File: src/rtl/mod_step_counter.sv
// Modulo up/down step counter with load, clamping, wrap pulse and at-max flag.
// Advances on a one-cycle step strobe or on the rising edge of a debounced push-button.
module mod_step_counter #(
    parameter int WIDTH        = 10,
    parameter int DB_BITS      = 16,
    parameter int USE_DEBOUNCE = 1
) (
    input  logic             clock,
    input  logic             reset,
    input  logic             btn_raw,
    input  logic             step,
    input  logic             up_down,
    input  logic             load,
    input  logic [WIDTH-1:0] load_value,
    input  logic [WIDTH-1:0] max,
    output logic [WIDTH-1:0] count,
    output logic             wrap,
    output logic             at_max,
    output logic             btn_level
);

    logic             sync_q1;
    logic             sync_q2;
    logic             level_d;
    logic             btn_pulse;
    logic             adv;
    logic [WIDTH-1:0] count_next;
    logic             wrap_next;

    // Two-flop synchroniser; sync_q2 is the clean sampled button level.
    always_ff @(posedge clock) begin
        if (reset) begin
            sync_q1 <= 1'b0;
            sync_q2 <= 1'b0;
        end else begin
            sync_q1 <= btn_raw;
            sync_q2 <= sync_q1;
        end
    end

    generate
        if (USE_DEBOUNCE != 0) begin : g_debounce
            logic [DB_BITS-1:0] db_cnt;
            logic               level_q;

            // Level only flips after 2^DB_BITS consecutive disagreeing samples.
            always_ff @(posedge clock) begin
                if (reset) begin
                    db_cnt  <= '0;
                    level_q <= 1'b0;
                end else if (sync_q2 == level_q) begin
                    db_cnt <= '0;
                end else if (&db_cnt) begin
                    level_q <= sync_q2;
                    db_cnt  <= '0;
                end else begin
                    db_cnt <= db_cnt + DB_BITS'(1);
                end
            end

            assign btn_level = level_q;
        end else begin : g_bypass
            assign btn_level = sync_q2;
        end
    endgenerate

    always_ff @(posedge clock) begin
        if (reset) begin
            level_d <= 1'b0;
        end else begin
            level_d <= btn_level;
        end
    end

    // Press (rising edge) only; release is not an event.
    assign btn_pulse = btn_level & ~level_d;
    assign adv       = btn_pulse | step;
    assign at_max    = (count == max);

    always_comb begin
        count_next = count;
        wrap_next  = 1'b0;
        if (load) begin
            count_next = (load_value > max) ? max : load_value;
        end else if (adv) begin
            if (up_down) begin
                // count >= max wraps before count + 1 could overflow.
                if (count >= max) begin
                    count_next = '0;
                    wrap_next  = 1'b1;
                end else begin
                    count_next = count + WIDTH'(1);
                end
            end else begin
                if (count == '0) begin
                    count_next = max;
                    wrap_next  = 1'b1;
                end else if (count > max) begin
                    count_next = max;
                end else begin
                    count_next = count - WIDTH'(1);
                end
            end
        end
    end

    always_ff @(posedge clock) begin
        if (reset) begin
            count <= '0;
            wrap  <= 1'b0;
        end else begin
            count <= count_next;
            wrap  <= wrap_next;
        end
    end

endmodule

File: config.mk
export PLATFORM = sky130hd
export DESIGN_NAME = mod_step_counter
export DESIGN_NICKNAME = d
export VERILOG_FILES = /design/src/rtl/mod_step_counter.sv
export SDC_FILE = /design/constraint.sdc
export NUM_CORES = 1
export LEC_CHECK = 0
export CAP_MARGIN = 15
export CORE_UTILIZATION = 42
export DETAILED_ROUTE_END_ITERATION = 7
export GPL_TIMING_DRIVEN = 0
export PLACE_DENSITY_LB_ADDON = 0.15
export RECOVER_POWER = 50
export SETUP_SLACK_MARGIN = 0.05
export SKIP_CTS_REPAIR_TIMING = 1
export SLEW_MARGIN = 25
export SYNTH_ARGS = -nofsm -noshare
export SYNTH_HDL_FRONTEND = slang
export SYNTH_SLANG_ARGS = --single-unit
File: constraint.sdc
create_clock -name clock -period 4.2 [get_ports clock]
set_input_delay 1.26 -clock clock [delete_from_list [all_inputs] [get_ports clock]]
set_output_delay 1.26 -clock clock [all_outputs]
set_load 0.02 [all_outputs]
==> metrics.txt <==
hold crit path type reg -> reg; Die Wd 81.1 um; Clk pin slew, worst setup/hold paths 0.07 ns; largest net degree at the start of global routing 11; design area 0.00322 mm2; post-synthesis sequential area ratio between 20% and 30%; post-placement cell area 0.00309 mm2; drc violations 0; DRT Pass-1 Iters 4; H-tree depth 2; CP max stage delay ~0.35 ns; most frequent cells in the layout 31 x dfxtp_1, 30 x nor2_1, 24 x nand2_1; Final ANT Viol Nets 0; routed length per instance 16.3 um; static leakage 1.40 nW; Critical Path Source Type input pin; CTS Sinks 31; Die Span Y 81.1 um; endpoint class of the critical path output port; clock latency on the worst-skew pair 0.28 ns; Worst VDD drop 140 uV; DP HPWL 5530 um; outcome complete, no violations; commonest non-fill, non-tap cell in the layout dfxtp_1; drt via density around 5.8; fin crit share 95.3%; final setup violation count 0; Final Hold Slack 0.454 ns; CTS root buf clkbuf_8; ys flop type dfxtp_1; first-pass GRT wire length 11400 um; Setup CP Type in -> out; site row count 28; Mapped Cells 316; Crit path top cell by count buf_4; Pwr Density approximately 280 mW/mm2; Clock Skews 0.00484 ns; via count about 2.5k; RSZ-0062 raised after global routing false; max_cap viols 0; vias in the first global route 2398; maximum clock rate 0.250 GHz; Worst path slowest cell or3_1; Final nets 410; slew margin rel. 64.4%; FF+latch count, synth 31; GRT Util Overall 22.8%; Mean Syn Cell Area between 8 and 9 um2; initial antenna violation count 0; Starting Density 43.9%; post-synth cell types 57; CORE AREA 0.00599 mm2; Arr. time, crit path ~2.7 ns; Port Buffers 37; final hold violation count 0; met1 Usage GRT 28.6%; final wirelength 7100 um; Async S/R FF share, synth 0%; Clock Path Buffers 2; fin util 53.8%; GRT overflow 0; grt met2 use 39.5%; Inserted Diodes 0; Synthesis Warnings 0; ratio of cells with drive above 1 in the final layout 11.6%; worst path cell trace dlymetal6s2s_1, inv_1, ha_1, nand4_1, or3_1, buf_4, inv_2, buf_4; Die Area 0.00658 mm2; Tot Pwr 918 uW; number of flops mapped to enable cells by yosys 0; Req. time, crit path roughly 2.9 ns; Pins Over Slew Limit 0; CTS tree yes; Ports 39; gr busiest metal met2; Area Growth Syn to Fin 22.7%; M3 GR Usage 3.48%; critical path fanouts, max 7; CTS buffer count 5; GPL Wtd Cong ~0.9; initial DRC count between 90 and 100; syn nets 366; Cell Area, Synth about 0.0026 mm2; min Tclk post-route 4.00 ns; worst slew pin tran about 0.53 ns
logic make-up (layout without fill, tap and decap cells):
| kind of cell | after synthesis | in the layout | synth area share [%] |
|---|---|---|---|
| and+or+nand+nor | 117 | 117 | 24.7 |
| muxes | 14 | 14 | 5.38 |
| AOI/OAI and AO/OA | 67 | 67 | 19.5 |
| buffers and inverters | 35 | 80 | 6.10 |
| adders and majority gates | 24 | 24 | 11.4 |
| xor gates and xnor gates | 28 | 28 | 9.33 |
| DFF | 31 | 31 | 23.6 |
critical path, delay by kind of cell:
family	cells	cell delay [ns]
adder cells (fa/ha/maj)	1	0.33
buffers and inverters	5	0.67
AND/OR/NAND/NOR	2	0.48
routing by layer:
layer  routed length [um]  up-vias
met5                    0        -
met4                   89        0
met3                  343        9
met2                 3460       86
met1                 3210     1180
li1                     -     1237
sequential cells by signal, indices dropped and copies added, names as in the netlist:
register / cells
count: 10
sync_q2: 1
btn_level: 1
wrap: 1
sync_q1: 1
g_debounce.db_cnt: 16
level_d: 1
synth_stat cells, types with 2 or more instances:
master,number,area share [%]
a211o_1,3,1.0
a211oi_1,2,0.57
a21oi_1,13,2.5
a221oi_1,4,1.3
a221oi_2,2,1.1
a32oi_1,2,0.67
a41o_1,2,0.76
and2_1,3,0.71
and3_1,4,0.95
and4_1,2,0.67
buf_2,5,0.95
buf_6,2,0.86
clkbuf_1,4,0.57
dfxtp_1,31,24
ha_1,24,11
inv_1,22,3.1
mux2i_1,13,5.0
nand2_1,24,3.4
nand3_1,15,2.9
nand4_1,10,2.4
nor2_1,30,4.3
nor2b_1,6,1.4
nor3_1,6,1.1
nor4_1,2,0.48
o211a_1,2,0.76
o211ai_1,4,1.1
o211ai_2,4,1.9
o21a_1,4,1.1
o21ai_0,12,2.3
o21ai_1,2,0.38
o221ai_1,2,0.67
o31ai_1,2,0.57
or2_2,2,0.48
or3_1,2,0.48
xnor2_1,9,3.0
xor2_1,19,6.3
power breakdown:
group          leakage, nW  internal (mW)  switching [mW]
Sequential           0.253          0.307          0.0234
Combinational         1.10          0.160           0.199
Clock               0.0422          0.116           0.112
path summary, 6_finish.rpt:
path                               start       end  slack (ns)  cells past startpoint
worst max-delay path              max[7]    at_max        0.20                      8
worst min-delay path             sync_q1   sync_q2        0.45                      1
worst max register to register  count[7]  count[3]        1.68                      8
worst min register to register   sync_q1   sync_q2        0.45                      1
metrics by stage:
| stage | TNS, ns | std cells | worst slack (ns) |
|---|---|---|---|
| finish | 0 | 436 | 0.197 |
| global route | 0 | 436 | 0.104 |
| CTS | -0.708 | 436 | -0.708 |
| detailed placement | -0.699 | 428 | -0.699 |
| global placement | -0.696 | 428 | -0.696 |
| floorplan | 0 | 316 | 0.562 |
final cells by class:
cell class                      instances  area, um2
Clock inverter                          1       5.00
Clock buffer                            7       76.3
Fill cell                             575       2770
Sequential cell                        31        621
Multi-Input combinational cell        250       1870
Inverter                               22       82.6
Tap cell                               75       93.8
Buffer                                 13       80.1
Timing Repair Buffer                   37        393
Power figures use the tool's default switching activity.
